$ cat config.mk
export PLATFORM = sky130hd
export DESIGN_NAME = pmod_i2c_target
export DESIGN_NICKNAME = d
export VERILOG_FILES = /design/src/rtl/pmod_i2c_pkg.sv /design/src/rtl/pmod_i2c_line_sync.sv /design/src/rtl/pmod_i2c_target.sv
export SDC_FILE = /design/constraint.sdc
export NUM_CORES = 1
export LEC_CHECK = 0
export BUFFER_PORTS_ARGS = -buffer_cell sky130_fd_sc_hd__buf_4
export CAP_MARGIN = 25
export CORE_MARGIN = 2
export CORE_UTILIZATION = 50
export CTS_CLUSTER_SIZE = 20
export DETAILED_ROUTE_END_ITERATION = 10
export GPL_TIMING_DRIVEN = 0
export PLACE_DENSITY = 0.71
export SLEW_MARGIN = 10
export SYNTH_ARGS = -nofsm -noshare
export SYNTH_HDL_FRONTEND = slang
export SYNTH_SLANG_ARGS = --single-unit
$ cat constraint.sdc
create_clock -name clk -period 4.3 [get_ports clk]
set_input_delay 0.86 -clock clk [delete_from_list [all_inputs] [get_ports clk]]
set_output_delay 0.86 -clock clk [all_outputs]
set_load 0.1 [all_outputs]
$ cat src/rtl/pmod_i2c_pkg.sv
// Shared types and constants for the PMOD I2C target.
package pmod_i2c_pkg;

    // Target protocol states.
    typedef enum logic [3:0] {
        ST_IDLE,
        ST_ADDR,
        ST_ADDR_ACK,
        ST_PTR,
        ST_PTR_ACK,
        ST_WDATA,
        ST_WDATA_ACK,
        ST_RDATA,
        ST_RDATA_ACK
    } target_state_t;

    // Value of the R/W bit in the address byte.
    localparam logic I2C_RW_WRITE = 1'b0;
    localparam logic I2C_RW_READ  = 1'b1;

    // Bit counter must reach 9 (8 data bits plus the ACK slot).
    localparam int BIT_CNT_W = 4;

endpackage

$ cat src/rtl/pmod_i2c_line_sync.sv
// Synchronises the raw SCL/SDA pins and derives edge and START/STOP events.
module pmod_i2c_line_sync (
    input  logic clk,
    input  logic rst,
    input  logic scl_i,
    input  logic sda_i,
    output logic scl_rise,
    output logic scl_fall,
    output logic start,
    output logic stop,
    output logic sda_s
);

    // Bit 0 carries SCL, bit 1 carries SDA.
    logic [1:0] raw_line;
    logic [1:0] sync_line;
    logic [1:0] dly_line;

    assign raw_line = {sda_i, scl_i};

    generate
        for (genvar gi = 0; gi < 2; gi++) begin : g_line
            logic meta_reg;
            logic sync_reg;
            logic dly_reg;

            // Two-flop synchroniser plus one delay flop; idle bus level is high.
            always_ff @(posedge clk) begin
                if (rst) begin
                    meta_reg <= 1'b1;
                    sync_reg <= 1'b1;
                    dly_reg  <= 1'b1;
                end else begin
                    meta_reg <= raw_line[gi];
                    sync_reg <= meta_reg;
                    dly_reg  <= sync_reg;
                end
            end

            assign sync_line[gi] = sync_reg;
            assign dly_line[gi]  = dly_reg;
        end
    endgenerate

    // SDA transitions are only START/STOP when SCL is stable high.
    assign scl_rise = sync_line[0] & ~dly_line[0];
    assign scl_fall = ~sync_line[0] & dly_line[0];
    assign start    = sync_line[0] & dly_line[0] & dly_line[1] & ~sync_line[1];
    assign stop     = sync_line[0] & dly_line[0] & ~dly_line[1] & sync_line[1];
    assign sda_s    = sync_line[1];

endmodule

$ cat src/rtl/pmod_i2c_target.sv
// I2C target exposing an 8-bit pointer-addressed register bus (EEPROM-style framing).
module pmod_i2c_target
    import pmod_i2c_pkg::*;
#(
    parameter logic [6:0] I2C_ADDR = 7'h28
) (
    input  logic       clk,
    input  logic       rst,
    input  logic       scl_i,
    input  logic       sda_i,
    output logic       sda_oe,
    output logic [7:0] reg_addr,
    output logic [7:0] reg_wdata,
    output logic       reg_we,
    output logic       reg_re,
    input  logic [7:0] reg_rdata,
    output logic       busy
);

    logic scl_rise;
    logic scl_fall;
    logic start;
    logic stop;
    logic sda_s;

    pmod_i2c_line_sync u_line_sync (
        .clk      (clk),
        .rst      (rst),
        .scl_i    (scl_i),
        .sda_i    (sda_i),
        .scl_rise (scl_rise),
        .scl_fall (scl_fall),
        .start    (start),
        .stop     (stop),
        .sda_s    (sda_s)
    );

    target_state_t        state_reg;
    logic [BIT_CNT_W-1:0] bit_cnt_reg;
    logic [7:0]           shift_reg;
    logic [7:0]           ptr_reg;
    logic                 rw_reg;
    logic                 cap_reg;
    logic                 sda_oe_reg;
    logic                 busy_reg;
    logic [7:0]           reg_addr_reg;
    logic [7:0]           reg_wdata_reg;
    logic                 reg_we_reg;
    logic                 reg_re_reg;

    logic [7:0] rx_byte;
    logic       rx_last;

    // Byte as it will look once the bit arriving on this SCL rise is shifted in.
    always_comb begin
        rx_byte = {shift_reg[6:0], sda_s};
        rx_last = scl_rise && (bit_cnt_reg == BIT_CNT_W'(7));
    end

    // Protocol FSM: bit reception, ACK slots, register strobes and read shifting.
    always_ff @(posedge clk) begin
        if (rst) begin
            state_reg     <= ST_IDLE;
            bit_cnt_reg   <= '0;
            shift_reg     <= '0;
            ptr_reg       <= '0;
            rw_reg        <= I2C_RW_WRITE;
            cap_reg       <= 1'b0;
            sda_oe_reg    <= 1'b0;
            busy_reg      <= 1'b0;
            reg_addr_reg  <= '0;
            reg_wdata_reg <= '0;
            reg_we_reg    <= 1'b0;
            reg_re_reg    <= 1'b0;
        end else begin
            reg_we_reg <= 1'b0;
            reg_re_reg <= 1'b0;
            // Read data is valid the cycle after the strobe, so capture one cycle later.
            cap_reg    <= reg_re_reg;

            if (start) begin
                state_reg   <= ST_ADDR;
                bit_cnt_reg <= '0;
                sda_oe_reg  <= 1'b0;
                busy_reg    <= 1'b0;
                cap_reg     <= 1'b0;
            end else if (stop) begin
                state_reg  <= ST_IDLE;
                sda_oe_reg <= 1'b0;
                busy_reg   <= 1'b0;
                cap_reg    <= 1'b0;
            end else begin
                if (scl_rise) begin
                    bit_cnt_reg <= bit_cnt_reg + BIT_CNT_W'(1);
                end

                case (state_reg)
                    ST_ADDR: begin
                        if (scl_rise) begin
                            shift_reg <= rx_byte;
                        end
                        if (rx_last) begin
                            if (rx_byte[7:1] == I2C_ADDR) begin
                                rw_reg    <= rx_byte[0];
                                state_reg <= ST_ADDR_ACK;
                            end else begin
                                state_reg <= ST_IDLE;
                            end
                        end
                    end

                    ST_ADDR_ACK: begin
                        // First fall opens the ACK slot, second fall closes it.
                        if (scl_fall) begin
                            if (!sda_oe_reg) begin
                                sda_oe_reg <= 1'b1;
                                busy_reg   <= 1'b1;
                            end else begin
                                sda_oe_reg  <= 1'b0;
                                bit_cnt_reg <= '0;
                                if (rw_reg == I2C_RW_READ) begin
                                    state_reg    <= ST_RDATA;
                                    reg_re_reg   <= 1'b1;
                                    reg_addr_reg <= ptr_reg;
                                end else begin
                                    state_reg <= ST_PTR;
                                end
                            end
                        end
                    end

                    ST_PTR: begin
                        if (scl_rise) begin
                            shift_reg <= rx_byte;
                        end
                        if (rx_last) begin
                            ptr_reg   <= rx_byte;
                            state_reg <= ST_PTR_ACK;
                        end
                    end

                    ST_WDATA: begin
                        if (scl_rise) begin
                            shift_reg <= rx_byte;
                        end
                        if (rx_last) begin
                            reg_we_reg    <= 1'b1;
                            reg_addr_reg  <= ptr_reg;
                            reg_wdata_reg <= rx_byte;
                            ptr_reg       <= ptr_reg + 8'd1;
                            state_reg     <= ST_WDATA_ACK;
                        end
                    end

                    ST_PTR_ACK, ST_WDATA_ACK: begin
                        if (scl_fall) begin
                            if (!sda_oe_reg) begin
                                sda_oe_reg <= 1'b1;
                            end else begin
                                sda_oe_reg  <= 1'b0;
                                bit_cnt_reg <= '0;
                                state_reg   <= ST_WDATA;
                            end
                        end
                    end

                    ST_RDATA: begin
                        if (cap_reg) begin
                            shift_reg  <= reg_rdata;
                            ptr_reg    <= ptr_reg + 8'd1;
                            sda_oe_reg <= ~reg_rdata[7];
                        end else if (scl_fall && (bit_cnt_reg != '0)) begin
                            if (bit_cnt_reg == BIT_CNT_W'(8)) begin
                                sda_oe_reg <= 1'b0;
                                state_reg  <= ST_RDATA_ACK;
                            end else begin
                                sda_oe_reg <= ~shift_reg[6];
                                shift_reg  <= {shift_reg[6:0], 1'b0};
                            end
                        end
                    end

                    ST_RDATA_ACK: begin
                        // A NACK ends the read at once; a fall here means the host ACKed.
                        if (scl_rise && sda_s) begin
                            state_reg <= ST_IDLE;
                            busy_reg  <= 1'b0;
                        end else if (scl_fall) begin
                            reg_re_reg   <= 1'b1;
                            reg_addr_reg <= ptr_reg;
                            bit_cnt_reg  <= '0;
                            state_reg    <= ST_RDATA;
                        end
                    end

                    default: begin
                    end
                endcase
            end
        end
    end

    assign sda_oe    = sda_oe_reg;
    assign busy      = busy_reg;
    assign reg_addr  = reg_addr_reg;
    assign reg_wdata = reg_wdata_reg;
    assign reg_we    = reg_we_reg;
    assign reg_re    = reg_re_reg;

endmodule

==> flow_metrics.tcl, run 1 <==
set metrics [dict create \
    tritoncts "yes" \
    crit_fanout 9 \
    io_buffers 30 \
    row_count 25 \
    final-seq-area_um2 1020 \
    wl_um 6060 \
    cts_setup_buffers 0 \
    criticalPathCategory "register to register" \
    p_per_area_nw_per_um2 293 \
    yosys_most_used_dff "dfxtp_1" \
    synthAdderAreaFrac_pct 1.49 \
    yosys.area_share.simple_pct 29.8 \
    relSlewSlack_pct 48.9 \
    die_height_um 75.1 \
    synth_top_family_by_area "simple AND/OR/NAND/NOR gates" \
    async_reset_ff_share_pct 0 \
    dp_hpwl_um 4260 \
    placed_cells 410 \
    p_leak_uw 0.00102 \
    place_congestion 0.914 \
    cts_sinks 51 \
    die_x_um 75.1 \
    avgSynthCellArea_um2 8.10 \
    drc 0 \
    drtIter0Drc 160 \
    crit_required_ns 4.49 \
    grt_pass1_wl_um 10100 \
    start_kind "register" \
    cts_max_path_buffers 2 \
    layout_common_cells "51 x dfxtp_1, 42 x nand2_1, 38 x nor2_1" \
    synth_xor_area_share_pct 1.39 \
    drive_gt1_share_pct 16.2 \
    initial_core_util_pct 52.8 \
    yosysSeqAreaShare_pct 40.4 \
    finalSetupTns_ns 0 \
    htree_levels 2 \
    ir_drop_mv 0.171 \
    viasPerCell 5.63 \
    syn_inst 312 \
    grt_max_degree 16 \
    yosysUniqueCellTypes 51 \
    hold_buffers 0 \
    yosys_warnings 0 \
    worst_pin_slew_ns 0.766 \
    cts_root_buf "clkbuf_8" \
    cts_resized 0 \
    muxShareOfSynthArea_pct 4.41 \
    status "complete, no violations" \
    drt_pass1_iterations 4 \
    route.antenna.remaining_nets 0 \
    grtUsageTotal_pct 23.4 \
    syn_nets 327 \
    antenna_found_initial 0 \
    maxSlewViolCount 0 \
    multi_input_area_um2 1410 \
    path_clk_slew_ns 0.09 \
    end_kind "register" \
    synth_compound_area_share_pct 18.7 \
    worstPathArrival_ns 2.68 \
    dieArea_um2 5640 \
    finalNetCount 365 \
    vias 2352 \
    n_fill_cell 442 \
    pin_count 32 \
    fin_skew_ns 0.00713 \
    syn_area_um2 2530 \
    ys_ff_latch 51 \
    maxCapViolCount 0 \
    numCtsBuffers 5 \
    gr-total-overflow 0 \
    area_delta_synth_final_pct 17.1 \
    hp-class "register to register" \
    finalCritPeriodShare_pct 57.7 \
    synth-edff-count 0 \
    mostFrequentLayoutCell "dfxtp_1" \
    worstSkewPairLatency_ns 0.31 \
    core_um2 4790 \
    setup-violations-final 0 \
    n_antenna_cell 0 \
    wl_per_cell_um 14.5 \
    min_period_ns 2.48 \
    final_area_um2 2960 \
    placed_area_um2 2840 \
    grt_pass1_vias 2133 \
    rsz0062_at_grt "false" \
    max_freq_mhz 403 \
    hold_violations 0 \
    instances_no_fill 418 \
]
-- final cells by class --
class                           instances  share of cell area [%]
Buffer                                 18                    2.62
Clock buffer                            6                    2.79
Clock inverter                          2                    1.18
Inverter                                5                   0.635
Multi-Input combinational cell        238                    47.6
Sequential cell                        51                    34.5
Tap cell                               67                    2.83
Timing Repair Buffer                   31                    7.78
-- routing by layer --
metal  vias up  routed length [um]  track usage (%)
li1       1182                   -                -
met1      1083                2920             32.7
met2        75                2660             35.0
met3        12                 359             5.89
met4         0                 122             8.73
met5         -                   0                0
-- worst max-delay path, stage by stage (launching register included) --
cell and delay (ns):
dfxtp_1 0.41, ha_1 0.25, nand3b_4 0.13, or4_4 0.50, buf_6 0.16, a221oi_4 0.61, mux2i_1 0.26, nor2_1 0.05
-- final timing paths --
check | startpoint | endpoint | slack [ns] | cells past startpoint
worst max-delay path | bit_cnt_reg[0]$_SDFFE_PP0N_ | reg_addr[4]$_SDFFE_PP0P_ | 1.82 | 7
worst min-delay path | u_line_sync.g_line[1].meta_reg$_SDFF_PP1_ | u_line_sync.sda_s$_SDFF_PP1_ | 0.42 | 1
worst max register to register | bit_cnt_reg[0]$_SDFFE_PP0N_ | reg_addr[4]$_SDFFE_PP0P_ | 1.82 | 7
worst min register to register | u_line_sync.g_line[1].meta_reg$_SDFF_PP1_ | u_line_sync.sda_s$_SDFF_PP1_ | 0.42 | 1
-- Yosys cell counts (3+ instances only) --
master / n / area [um2]
a21o_1: 3 / 22.5
nand2b_1: 9 / 56.3
or2_2: 7 / 43.8
mux2i_1: 10 / 100
dfxtp_1: 51 / 1020
xnor2_1: 3 / 26.3
a31oi_1: 5 / 31.3
nor3_1: 10 / 50.1
ha_1: 3 / 37.5
nor2_1: 38 / 143
a311oi_1: 10 / 87.6
clkbuf_1: 15 / 56.3
o31ai_1: 4 / 30.0
nand3_1: 16 / 80.1
o21ai_0: 15 / 75.1
a21oi_1: 20 / 100
inv_1: 5 / 18.8
nand2_1: 42 / 158
nor4_1: 3 / 18.8
nor2b_1: 7 / 43.8
-- where the power goes --
part	total (uW)	internal, uW	switching (uW)	leakage, uW
Clock	350	188	161	0.0000612
Combinational	38.8	16.2	22.7	0.000550
Sequential	479	475	3.58	0.000412
-- metrics by stage --
stage	worst slack [ns]	utilization [%]	power [uW]	hold WS [ns]
after floorplan	2.09	-	512	0.389
after global placement	1.86	59.2	528	0.392
after detailed placement	1.82	59.3	529	0.395
after CTS	1.81	61.8	870	0.416
after global routing	1.58	61.8	895	0.434
final	1.82	61.8	867	0.415
-- cell families (layout without fill, tap and decap cells) --
family	count (synthesis)	count (layout)
AOI/OAI and AO/OA	70	70
xor gates and xnor gates	4	4
adders and majority gates	3	3
buffers and inverters	23	62
DFF	51	51
muxes	11	11
and+or+nand+nor	150	150
(Power assumes the default switching activity.)
==> inputs of run 2 (changes only) <==
clock period = 2.3 ns   (was 4.3 ns; I/O delays follow)
==> flow_metrics.tcl, run 2 (synthesized netlist as in run 1, its figures left out) <==
set metrics [dict create \
    status "complete, no violations" \
    rsz0062_at_grt "false" \
    hold_violations 0 \
    worst_pin_slew_ns 0.648 \
    vias 2396 \
    grt_max_degree 16 \
    relSlewSlack_pct 56.4 \
    maxCapViolCount 0 \
    tritoncts "yes" \
    place_congestion 0.914 \
    final_area_um2 3030 \
    grt_use_met1_pct 33.3 \
    viasPerCell 5.70 \
    wl_per_cell_um 14.8 \
    switching_share_pct 21.5 \
    io_buffers 30 \
    cts_root_buf "clkbuf_8" \
    grt_pass1_wl_um 10200 \
    min_period_ns 2.17 \
    cp_cell_sequence "ha_4, nand3b_4, or4_4, buf_6, a221oi_4, buf_12, mux2i_1, nor2_1" \
    busiest_layer "met2" \
    worstSkewPairLatency_ns 0.31 \
    finalNetCount 367 \
    die_height_um 75.1 \
    drtIter0Drc 190 \
    mostFrequentLayoutCell "dfxtp_1" \
    dp_hpwl_um 4260 \
    setup-violations-final 0 \
    max_freq_mhz 461 \
    drc 0 \
    critPathTopFamily "simple AND/OR/NAND/NOR gates" \
    final-seq-area_um2 1020 \
    slowest_stage "or4_4" \
    worstPathArrival_ns 2.36 \
    cts_max_path_buffers 2 \
    grt_pass1_vias 2142 \
    fin_ws_ns 0.129 \
    netSwitchingPower_uw 348 \
    core_um2 4790 \
    use_met3_pct 5.49 \
    hold_buffers 0 \
    worstPathBufferInverterCount 2 \
    p_per_area_nw_per_um2 534 \
    drt_pass1_iterations 5 \
    die_x_um 75.1 \
    path_clk_slew_ns 0.09 \
    end_kind "register" \
    wl_um 6230 \
    htree_levels 2 \
    critPathMaxStageDelay_ns 0.49 \
    crit_required_ns 2.49 \
    reg2reg_depth 8 \
    fin_skew_ns 0.00869 \
    cts_sinks 51 \
    finalCritPeriodShare_pct 94.4 \
    grtUsageTotal_pct 23.5 \
    seqPwrFrac_pct 55.3 \
    pwr-share-clk_pct 40.1 \
    p_leak_uw 0.00105 \
    drive_gt1_share_pct 20.4 \
    n_antenna_cell 0 \
    layout_common_cells "48 x dfxtp_1, 42 x nand2_1, 37 x nor2_1" \
    pre_cts_ws_ns -0.180 \
    start_kind "register" \
    maxSlewViolCount 0 \
    area_delta_synth_final_pct 20.1 \
    hold_depth 2 \
    combPwrFrac_pct 4.6 \
    gr-total-overflow 0 \
    criticalPathCategory "register to register" \
    dieArea_um2 5640 \
    ir_drop_mv 0.321 \
    hp-class "input pin to register" \
    numCtsBuffers 5 \
    crit_fanout 9 \
    route.antenna.remaining_nets 0 \
    multi_input_area_um2 1450 \
    fin_util_pct 63.4 \
    n_fill_cell 425 \
    placed_area_um2 2840 \
    whs_ns 0.329 \
    antenna_found_initial 0 \
    path_depth 8 \
    power.internal_uw 1270 \
    pin_count 32 \
    initial_core_util_pct 52.8 \
    met2_usage_pct 35.1 \
    row_count 25 \
]
==> run 2: changes by cell type in the layout (fill, tap and decap cells not counted), sizes merged <==
| cell | previous run | this run |
|---|---|---|
| clkbuf | 21 | 20 |
| buf | 34 | 37 |
==> run 2: what timing repair did <==
| item | CTS | global route |
|---|---|---|
| gates resized for setup | 2 | 14 |
| endpoints found under the setup margin | 13 | 26 |
| pin swaps | 1 | 1 |
| setup buffers | 1 | 2 |
==> run 2: final timing paths <==
check / endpoint / slack (ns) / from
max: reg_addr[6]$_SDFFE_PP0P_ / 0.13 / bit_cnt_reg[0]$_SDFFE_PP0N_
min: u_line_sync.g_line[0].meta_reg$_SDFF_PP1_ / 0.33 / scl_i
max reg2reg: reg_addr[6]$_SDFFE_PP0P_ / 0.13 / bit_cnt_reg[0]$_SDFFE_PP0N_
min reg2reg: u_line_sync.sda_s$_SDFF_PP1_ / 0.42 / u_line_sync.g_line[1].meta_reg$_SDFF_PP1_
==> run 2: layer usage <==
metal | routed length [um] | up-vias
li1 | - | 1185
met1 | 2930 | 1121
met2 | 2870 | 85
met3 | 391 | 5
met4 | 40 | 0
met5 | 0 | -
==> run 2: metrics by stage <==
stage / cells / TNS, ns / power (uW)
after floorplan: 312 / 0 / 958
after global placement: 409 / -1.31 / 987
after detailed placement: 410 / -1.54 / 988
after CTS: 419 / 0 / 1630
after global routing: 420 / 0 / 1670
final: 420 / 0 / 1620
==> run 2: power groups by stage <==
stage | Combinational, uW | Clock (uW) | Sequential [uW]
4_1_cts | 72.8 | 659 | 895
5_1_grt | 82.1 | 695 | 897
3_5_place_dp | 72.4 | 0 | 916
3_3_place_gp | 71.3 | 0 | 916
2_1_floorplan | 44.1 | 0 | 914
6_report | 73.7 | 650 | 896
==> run 2: cell type report <==
cell class,count,share of cell area (%)
plain buffers,17,2.52
clock buffers,6,2.72
clock inverters,2,1.16
inverters,5,0.619
multi-input cells,238,47.7
flip-flops and latches,51,33.8
well taps,67,2.76
repair buffers,34,8.75
